$ cat src/rtl/regfile_cmd_master.sv
// regfile_cmd_master: command-driven initiator for a 32x32 two-read/one-write
// register file. It accepts WRITE/READ/FILL/CHECK commands on a valid/ready
// port, sequences the register file pins, and returns one response per command.
// Every output is a flop, so the pin values for a state are prepared on the
// edge that enters that state.
module regfile_cmd_master #(
  parameter int DATA_W  = 32,
  parameter int ADDR_W  = 5,
  parameter int NREGS   = 32,
  parameter int R0_ZERO = 1
) (
  input  logic              clk,
  input  logic              reset,
  input  logic              cmd_valid,
  output logic              cmd_ready,
  input  logic [1:0]        cmd_op,
  input  logic [ADDR_W-1:0] cmd_addr_a,
  input  logic [ADDR_W-1:0] cmd_addr_b,
  input  logic [DATA_W-1:0] cmd_data,
  output logic              rsp_valid,
  input  logic              rsp_ready,
  output logic [DATA_W-1:0] rsp_da,
  output logic [DATA_W-1:0] rsp_db,
  output logic [ADDR_W:0]   rsp_err_cnt,
  output logic [DATA_W-1:0] rf_Dc,
  output logic              rf_write,
  output logic [ADDR_W-1:0] rf_rd,
  output logic [ADDR_W-1:0] rf_rs1,
  output logic [ADDR_W-1:0] rf_rs2,
  input  logic [DATA_W-1:0] rf_Da,
  input  logic [DATA_W-1:0] rf_Db
);

  typedef enum logic [2:0] {
    S_IDLE,
    S_WRITE,
    S_READ,
    S_FILL,
    S_CHECK,
    S_RESP
  } state_t;

  localparam logic [1:0] OP_WRITE = 2'b00;
  localparam logic [1:0] OP_READ  = 2'b01;
  localparam logic [1:0] OP_FILL  = 2'b10;
  localparam logic [1:0] OP_CHECK = 2'b11;

  // FILL ends on the last register; CHECK ends when rs2 reaches it
  localparam logic [ADDR_W-1:0] LAST_IDX = ADDR_W'(NREGS - 1);

  state_t              state_q, state_d;
  logic [DATA_W-1:0]   seed_q, seed_d;
  logic [ADDR_W:0]     err_q, err_d;
  logic [DATA_W-1:0]   first_q, first_d;
  logic                found_q, found_d;

  logic                cmd_ready_q, cmd_ready_d;
  logic                rsp_valid_q, rsp_valid_d;
  logic [DATA_W-1:0]   rsp_da_q, rsp_da_d;
  logic [DATA_W-1:0]   rsp_db_q, rsp_db_d;
  logic [ADDR_W:0]     rsp_err_cnt_q, rsp_err_cnt_d;
  logic [DATA_W-1:0]   rf_dc_q, rf_dc_d;
  logic                rf_write_q, rf_write_d;
  logic [ADDR_W-1:0]   rf_rd_q, rf_rd_d;
  logic [ADDR_W-1:0]   rf_rs1_q, rf_rs1_d;
  logic [ADDR_W-1:0]   rf_rs2_q, rf_rs2_d;

  logic [DATA_W-1:0]   exp_a, exp_b;
  logic                mis_a, mis_b;
  logic [ADDR_W:0]     err_sum;

  // Value a scrubbed register should hold: seed plus its index, except a
  // hard-wired zero register which always reads back as 0.
  function automatic logic [DATA_W-1:0] expected_val(
    input logic [ADDR_W-1:0] idx,
    input logic [DATA_W-1:0] seed
  );
    if ((R0_ZERO != 0) && (idx == '0)) begin
      return '0;
    end
    return seed + DATA_W'(idx);
  endfunction

  assign exp_a   = expected_val(rf_rs1_q, seed_q);
  assign exp_b   = expected_val(rf_rs2_q, seed_q);
  assign mis_a   = (rf_Da != exp_a);
  assign mis_b   = (rf_Db != exp_b);
  assign err_sum = err_q + (ADDR_W+1)'(mis_a) + (ADDR_W+1)'(mis_b);

  // Next-state and next-output computation for the whole sequencer
  always_comb begin
    state_d       = state_q;
    seed_d        = seed_q;
    err_d         = err_q;
    first_d       = first_q;
    found_d       = found_q;
    cmd_ready_d   = cmd_ready_q;
    rsp_valid_d   = rsp_valid_q;
    rsp_da_d      = rsp_da_q;
    rsp_db_d      = rsp_db_q;
    rsp_err_cnt_d = rsp_err_cnt_q;
    rf_dc_d       = '0;
    rf_write_d    = 1'b0;
    rf_rd_d       = '0;
    rf_rs1_d      = '0;
    rf_rs2_d      = '0;

    case (state_q)
      S_IDLE: begin
        if (cmd_valid && cmd_ready_q) begin
          cmd_ready_d = 1'b0;
          seed_d      = cmd_data;
          err_d       = '0;
          first_d     = '0;
          found_d     = 1'b0;
          case (cmd_op)
            OP_WRITE: begin
              state_d    = S_WRITE;
              rf_write_d = 1'b1;
              rf_rd_d    = cmd_addr_a;
              rf_dc_d    = cmd_data;
            end
            OP_READ: begin
              state_d  = S_READ;
              rf_rs1_d = cmd_addr_a;
              rf_rs2_d = cmd_addr_b;
            end
            OP_FILL: begin
              state_d    = S_FILL;
              rf_write_d = 1'b1;
              rf_rd_d    = '0;
              rf_dc_d    = cmd_data;
            end
            default: begin
              state_d  = S_CHECK;
              rf_rs1_d = '0;
              rf_rs2_d = ADDR_W'(1);
            end
          endcase
        end
      end

      S_WRITE: begin
        state_d       = S_RESP;
        rsp_valid_d   = 1'b1;
        rsp_da_d      = '0;
        rsp_db_d      = '0;
        rsp_err_cnt_d = '0;
      end

      S_READ: begin
        state_d       = S_RESP;
        rsp_valid_d   = 1'b1;
        rsp_da_d      = rf_Da;
        rsp_db_d      = rf_Db;
        rsp_err_cnt_d = '0;
      end

      S_FILL: begin
        if (rf_rd_q == LAST_IDX) begin
          state_d       = S_RESP;
          rsp_valid_d   = 1'b1;
          rsp_da_d      = '0;
          rsp_db_d      = '0;
          rsp_err_cnt_d = '0;
        end else begin
          rf_write_d = 1'b1;
          rf_rd_d    = rf_rd_q + ADDR_W'(1);
          rf_dc_d    = rf_dc_q + DATA_W'(1);
        end
      end

      S_CHECK: begin
        err_d = err_sum;
        if (!found_q && mis_a) begin
          found_d = 1'b1;
          first_d = DATA_W'(rf_rs1_q);
        end else if (!found_q && mis_b) begin
          found_d = 1'b1;
          first_d = DATA_W'(rf_rs2_q);
        end
        if (rf_rs2_q == LAST_IDX) begin
          state_d       = S_RESP;
          rsp_valid_d   = 1'b1;
          rsp_da_d      = found_d ? first_d : '1;
          rsp_db_d      = '0;
          rsp_err_cnt_d = err_sum;
        end else begin
          rf_rs1_d = rf_rs1_q + ADDR_W'(2);
          rf_rs2_d = rf_rs2_q + ADDR_W'(2);
        end
      end

      S_RESP: begin
        if (rsp_ready) begin
          state_d       = S_IDLE;
          cmd_ready_d   = 1'b1;
          rsp_valid_d   = 1'b0;
          rsp_da_d      = '0;
          rsp_db_d      = '0;
          rsp_err_cnt_d = '0;
        end
      end

      default: begin
        state_d       = S_IDLE;
        cmd_ready_d   = 1'b1;
        rsp_valid_d   = 1'b0;
        rsp_da_d      = '0;
        rsp_db_d      = '0;
        rsp_err_cnt_d = '0;
      end
    endcase
  end

  // State and output registers; reset abandons any operation in flight
  always_ff @(posedge clk) begin
    if (reset) begin
      state_q       <= S_IDLE;
      seed_q        <= '0;
      err_q         <= '0;
      first_q       <= '0;
      found_q       <= 1'b0;
      cmd_ready_q   <= 1'b1;
      rsp_valid_q   <= 1'b0;
      rsp_da_q      <= '0;
      rsp_db_q      <= '0;
      rsp_err_cnt_q <= '0;
      rf_dc_q       <= '0;
      rf_write_q    <= 1'b0;
      rf_rd_q       <= '0;
      rf_rs1_q      <= '0;
      rf_rs2_q      <= '0;
    end else begin
      state_q       <= state_d;
      seed_q        <= seed_d;
      err_q         <= err_d;
      first_q       <= first_d;
      found_q       <= found_d;
      cmd_ready_q   <= cmd_ready_d;
      rsp_valid_q   <= rsp_valid_d;
      rsp_da_q      <= rsp_da_d;
      rsp_db_q      <= rsp_db_d;
      rsp_err_cnt_q <= rsp_err_cnt_d;
      rf_dc_q       <= rf_dc_d;
      rf_write_q    <= rf_write_d;
      rf_rd_q       <= rf_rd_d;
      rf_rs1_q      <= rf_rs1_d;
      rf_rs2_q      <= rf_rs2_d;
    end
  end

  assign cmd_ready   = cmd_ready_q;
  assign rsp_valid   = rsp_valid_q;
  assign rsp_da      = rsp_da_q;
  assign rsp_db      = rsp_db_q;
  assign rsp_err_cnt = rsp_err_cnt_q;
  assign rf_Dc       = rf_dc_q;
  assign rf_write    = rf_write_q;
  assign rf_rd       = rf_rd_q;
  assign rf_rs1      = rf_rs1_q;
  assign rf_rs2      = rf_rs2_q;

endmodule

$ cat config.mk
export PLATFORM = sky130hd
export DESIGN_NAME = regfile_cmd_master
export DESIGN_NICKNAME = d
export VERILOG_FILES = /design/src/rtl/regfile_cmd_master.sv
export SDC_FILE = /design/constraint.sdc
export NUM_CORES = 1
export LEC_CHECK = 0
export ABC_CLOCK_PERIOD_IN_PS = 10100
export BUFFER_PORTS_ARGS = -buffer_cell sky130_fd_sc_hd__buf_2
export CAP_MARGIN = 0
export CORE_ASPECT_RATIO = 0.6
export CORE_MARGIN = 2
export CORE_UTILIZATION = 35
export CTS_CLUSTER_DIAMETER = 150
export CTS_CLUSTER_SIZE = 8
export DETAILED_ROUTE_END_ITERATION = 8
export GPL_ROUTABILITY_DRIVEN = 0
export PLACE_DENSITY = 0.55
export SETUP_SLACK_MARGIN = 0.5
export SLEW_MARGIN = 20
export SYNTH_ARGS = -nofsm -noshare
export SYNTH_HDL_FRONTEND = slang
export SYNTH_SLANG_ARGS = --single-unit
$ cat constraint.sdc
create_clock -name clk -period 10.1 [get_ports clk]
set_clock_uncertainty 0.2 [all_clocks]
set_input_delay 0.505 -clock clk [delete_from_list [all_inputs] [get_ports clk]]
set_output_delay 0.505 -clock clk [all_outputs]
set_load 0.1 [all_outputs]
## After elaboration in Yosys (flattened, before gate mapping)

Cells that the tools add are included.

- Bits in registers: 194
- Logic and storage cells: 117

- Add/subtract/negate cells: 8
- Eq/ne operators: 15
- Mux-type cells: 60
- Bitwise gates (word level): 2
- Reduce and logical (&&, ||, !) cells: 17

Operators by type and width:

| operator | count |
|---|---|
| $mux W32 | 15 |
| $pmux W32 S5 | 2 |
| $pmux W32 S2 | 2 |
| $add A32 B5 Y32 | 2 |
| $ne A32 B32 Y1 | 2 |
| $mux W5 | 8 |
| $pmux W5 S2 | 4 |
| $add A32 B1 Y32 const B | 1 |
| $mux W6 | 4 |
| $pmux W6 S4 | 1 |
| $pmux W3 S5 | 1 |
| $mux W1 | 13 |
| $add A6 B1 Y6 | 2 |
| $mux W3 | 4 |
| $pmux W6 S2 | 1 |
| $add A5 B2 Y5 const B | 2 |
| $eq A5 B5 Y1 const B | 2 |
| $logic_not A5 Y1 | 2 |
| $pmux W3 S3 | 1 |
| $ne A2 B2 Y1 const B | 4 |
| $reduce_and A4 Y1 | 2 |
| $eq A3 B2 Y1 const B | 2 |
| $eq A3 B3 Y1 const B | 2 |
| $add A5 B1 Y5 const B | 1 |
| 16 further kinds | 22 |

## Longest topological paths before layout

- Word-level depth: 11
- Mapped depth: 20
- Gate-level depth less buffers: 19

## Least setup slack after synthesis

OpenSTA, ideal clock, no wires.

- Path kind: flip-flop to flip-flop
- From: register rf_rs1_q[0], in the netlist rf_rs1[0]
- To: register err_q[4]
- Library setup time: 0.128 ns
- Data arrival time: 5.053 ns
- Path slack: 4.719 ns
- Cell stages (with the launch flop): 21
- Cell sequence: dfxtp_1 -> ha_1 -> inv_1 -> fa_1 -> nor2b_1 -> o31a_1 -> clkbuf_1 -> o211ai_1 -> xnor2_1 -> mux2i_1 -> o2111ai_1 -> or4_1 -> nor4_4 -> nand2_1 -> fa_1 -> ha_1 -> nand3_1 -> xor2_1 -> nor2_1 -> a21oi_1 -> nor2_1

- Word-level cells in the longest chain between the ends: 7

RTL lines:

| item | line | text |
|---|---|---|
| start: declaration | 65 | `logic [ADDR_W-1:0] rf_rs1_q, rf_rs1_d;` |
| start signal: assignment | 248 | `rf_rs1_q <= rf_rs1_d;` |
| branches (longest 2 deep; another with $add A32 B5 Y32) | - |  |
| $mux W32 * | 81 | `return seed + DATA_W'(idx);` |
| $ne A32 B32 Y1 * | 86 | `assign mis_a = (rf_Da != exp_a);` |
| $add A6 B1 Y6 * (2 in series) | 88 | `assign err_sum = err_q + (ADDR_W+1)'(mis_a) + (ADDR_W+1)'(mis_b);` |
| $pmux W6 S2 * | 108 | `case (state_q)` |
| end signal: assignment | 237 | `err_q <= err_d;` |
| end: declaration | 53 | `logic [ADDR_W:0] err_q, err_d;` |

Mark *: on every way between the ends.
A chain may end at the register's enable or synchronous reset.

## Worst setup path in the final report

- From: register rf_rs2_q[0], in the netlist rf_rs2[0]
- To: register rsp_da_q[4], in the netlist rsp_da[4]

- Word-level cells in the longest chain between the ends: 11

RTL lines:

| item | line | text |
|---|---|---|
| start: declaration | 66 | `logic [ADDR_W-1:0] rf_rs2_q, rf_rs2_d;` |
| start signal: assignment | 249 | `rf_rs2_q <= rf_rs2_d;` |
| branches (longest 11 deep; another with $add A32 B5 Y32) | - |  |
| end signal: assignment | 242 | `rsp_da_q <= rsp_da_d;` |
| end: declaration | 59 | `logic [DATA_W-1:0] rsp_da_q, rsp_da_d;` |

Several ways; the timed one is not identified. The select of a mux whose other input is x is not followed.

==> results_dict.tcl <==
set metrics [dict create \
    worstPathCellList "ha_1 > inv_1 > fa_1 > nand2b_1 > a21oi_1 > o211ai_1 > xor2_1 > or3_1 > nand4_1 > or4_1 > nor3_1 > nand4_2 > nand2_1 > o31a_1" \
    powerDensity_nw_per_um2 248 \
    regToRegSetupSlack_ns 3.87 \
    slowest_stage "a21oi_1" \
    min_path_type "primary input to register" \
    track_usage_pct 23.8 \
    internal-power_w 0.00158 \
    synth_edf_count 0 \
    r2r-start "rf_rs2[0]" \
    crit_type "register to register" \
    setup_viol 0 \
    start_kind "register" \
    n_fill_cell 3265 \
    die_y_um 142 \
    die_area_um2 33300 \
    rows 50 \
    numCtsBuffers 17 \
    crit_buf_inv 1 \
    ir_worst_vdd_mv 0.202 \
    drv_cap 0 \
    io_pins 232 \
    critPathArrivalTime_ns 6.43 \
    synth_flop_cell "dfxtp_1" \
    status "finished clean" \
    grt_start_max_net_pins 67 \
    die_w_um 234 \
    syn_area_per_cell_um2 7.86 \
    synth_cells 1418 \
    pwr-share-clk_pct 21.5 \
    max_stage_delay_ns 0.88 \
    cts_tree "yes" \
    htreeDepth 4 \
    cts_setup_buffers 0 \
    fmaxAchievable_mhz 160 \
    p_sw_share_pct 51.3 \
    grt-ovfl-total 0 \
    final_core_util_pct 41.8 \
    finalCriticalPeriod_ns 6.23 \
    core_region_area_um2 31300 \
    ys_ff_latch 194 \
    syn-num-nets 1553 \
    cts.repair.resized 0 \
    power_frac_comb_pct 47.5 \
    drcViolationCount 0 \
    wirelength_mm 40.0 \
    netlist_top_cells_area "dfxtp_1 (35%), nor2_1 (7.2%), nand2_1 (6.0%)" \
    clkSinkCount 194 \
    dr.pass1.iters 5 \
    drtAntennaViolNets 0 \
    cts_root_buf "clkbuf_16" \
    avgRoutedWirePerCell_um 19.9 \
    hpwl_mm 29.7 \
    switching_power_w 0.00166 \
    ctsLongestPathBuffers 2 \
    ys_seq_area_share_pct 34.8 \
    syn2layout_area_growth_pct 17.4 \
    synth_top_area_share_pct 34.8 \
    hold_viol 0 \
    grt_pass1_vias 10386 \
    timing.final.ws_setup_ns 3.87 \
    p_leak_nw 5.20 \
    vias 11202 \
    finalCritPeriodShare_pct 61.7 \
    cts_hold_buf 0 \
    drv_slew 0 \
    ys_warn_count 0 \
    worstSkewPairLatency_ns 0.46 \
    yosys.area.top_type "dfxtp_1" \
    cp-startpoint "rf_rs2[0]" \
    drt_iter0_drc 1050 \
    cts.reportedPaths.clkPinSlew_ns 0.08 \
    tns_ns 0 \
    slew_headroom_pct 23.9 \
    layout.nets 1713 \
    timing.rr.end "rsp_da[4]" \
    reg2reg_depth 14 \
    endpoint_kind "register" \
    tightest_slew_ns 1.14 \
    crit_end "rsp_da[4]" \
    cp.depth 14 \
    rsz0062_at_grt "false" \
    critPathMaxFanout 28 \
    critPathRequiredTime_ns 10.30 \
    whs_ns 0.100 \
    antenna_found_initial 2 \
    vias_per_cell 5.58 \
    post_route_cells_drive_above_1_share_pct 18.7 \
    syn_area_um2 11100 \
    io_buffer_count 231 \
    synthArstFlopShare_pct 0 \
    crit_family "simple AND/OR/NAND/NOR gates" \
    synth_cell_type_count 79 \
    start_util_pct 35.6 \
    grt_pass1_wl_mm 60.9 \
    dp_slack_ns 4.07 \
    p_seq_share_pct 31.1 \
]
-- tightest hold or removal path, cell delays in order --
cell,delay (ns)
buf_2,0.11
nand2_1,0.05
a21oi_1,0.05
-- cell families after synthesis --
kind of cell / after synthesis / synth area share (%)
compound gates: 348 / 21.9
xor+xnor: 104 / 8.29
fa+ha+maj: 23 / 2.78
buf+inv: 119 / 4.42
flops: 194 / 34.8
mux: 21 / 1.91
simple gates: 609 / 25.8
-- stage by stage --
step | instances | instance area [µm²] | power [W]
2_1_floorplan | 1418 | 11100 | 0.00221
3_3_place_gp | 1975 | 12500 | 0.00254
3_5_place_dp | 1975 | 12500 | 0.00255
4_1_cts | 2007 | 13100 | 0.00326
5_1_grt | 2007 | 13100 | 0.00341
6_report | 2008 | 13100 | 0.00324
-- power groups by stage --
stage	registers, W	logic [W]	clock network, W
after CTS	0.00100	0.00154	0.000715
after global placement	0.00102	0.00152	0
after floorplan	0.00154	0.000666	0
after detailed placement	0.00102	0.00153	0
final	0.00101	0.00154	0.000696
after global routing	0.00102	0.00165	0.000746
-- how the worst min path moves through the flow --
stage,startpoint,endpoint,depth (start not counted)
after floorplan,first_q[30],rsp_da[30],2
after global placement,first_q[30],rsp_da[30],2
after detailed placement,first_q[6],first_q[6],1
after CTS,cmd_data[11],seed_q[11],3
after global routing,cmd_data[25],seed_q[25],3
final,cmd_data[18],seed_q[18],3
-- cell usage in the layout (no fill, tap or decap), types with 19 or more instances in the layout --
cell	n
nor2_1	211
xor2_1	41
dfxtp_1	194
o2bb2ai_1	27
xnor2_1	62
ha_1	20
a21oi_1	96
and2_1	38
inv_1	19
nand4_1	21
nand2_1	178
nor3_1	19
buf_2	230
nand3_1	35
mux2i_1	19
o21ai_0	21
a22oi_1	77
-- Yosys cell counts, types with 22 or more instances --
| cell type | instances |
|---|---|
| nand3_1 | 35 |
| and2_1 | 38 |
| nor2_1 | 213 |
| nand2_1 | 178 |
| dfxtp_1 | 194 |
| xor2_1 | 41 |
| o2bb2ai_1 | 27 |
| xnor2_1 | 62 |
| o21ai_0 | 22 |
| a21oi_1 | 96 |
| a22oi_1 | 77 |
| clkbuf_1 | 76 |
-- cell type report --
class | instances | area [µm²] | area share (%)
clock buffer | 18 | 439 | 3.35
timing repair buffer | 241 | 1230 | 9.42
tap | 416 | 520 | 3.98
inverter | 19 | 71.3 | 0.545
antenna | 1 | 2.50 | 0.0191
clock inverter | 14 | 150 | 1.15
sequential | 194 | 3880 | 29.7
multi-input combinational | 1105 | 6790 | 51.9
-- sequential cells by signal, indices dropped and copies added, names as in the netlist, 3 cells and up --
register,flops
rsp_err_cnt,6
first_q,32
seed_q,32
err_q,6
rf_rs2,5
rf_rd,5
state_q,3
rsp_da,32
rf_Dc,32
rf_rs1,5
rsp_db,32
-- layer usage --
layer / global-route usage (%) / vias up / wire [µm]
li1: - / 5378 / -
met1: 35.6 / 5333 / 19600
met2: 32.7 / 451 / 16200
met3: 7.41 / 40 / 3780
met4: 5.56 / 0 / 518
met5: 0 / - / 0
Note: power is estimated with default switching activity, not from simulation.
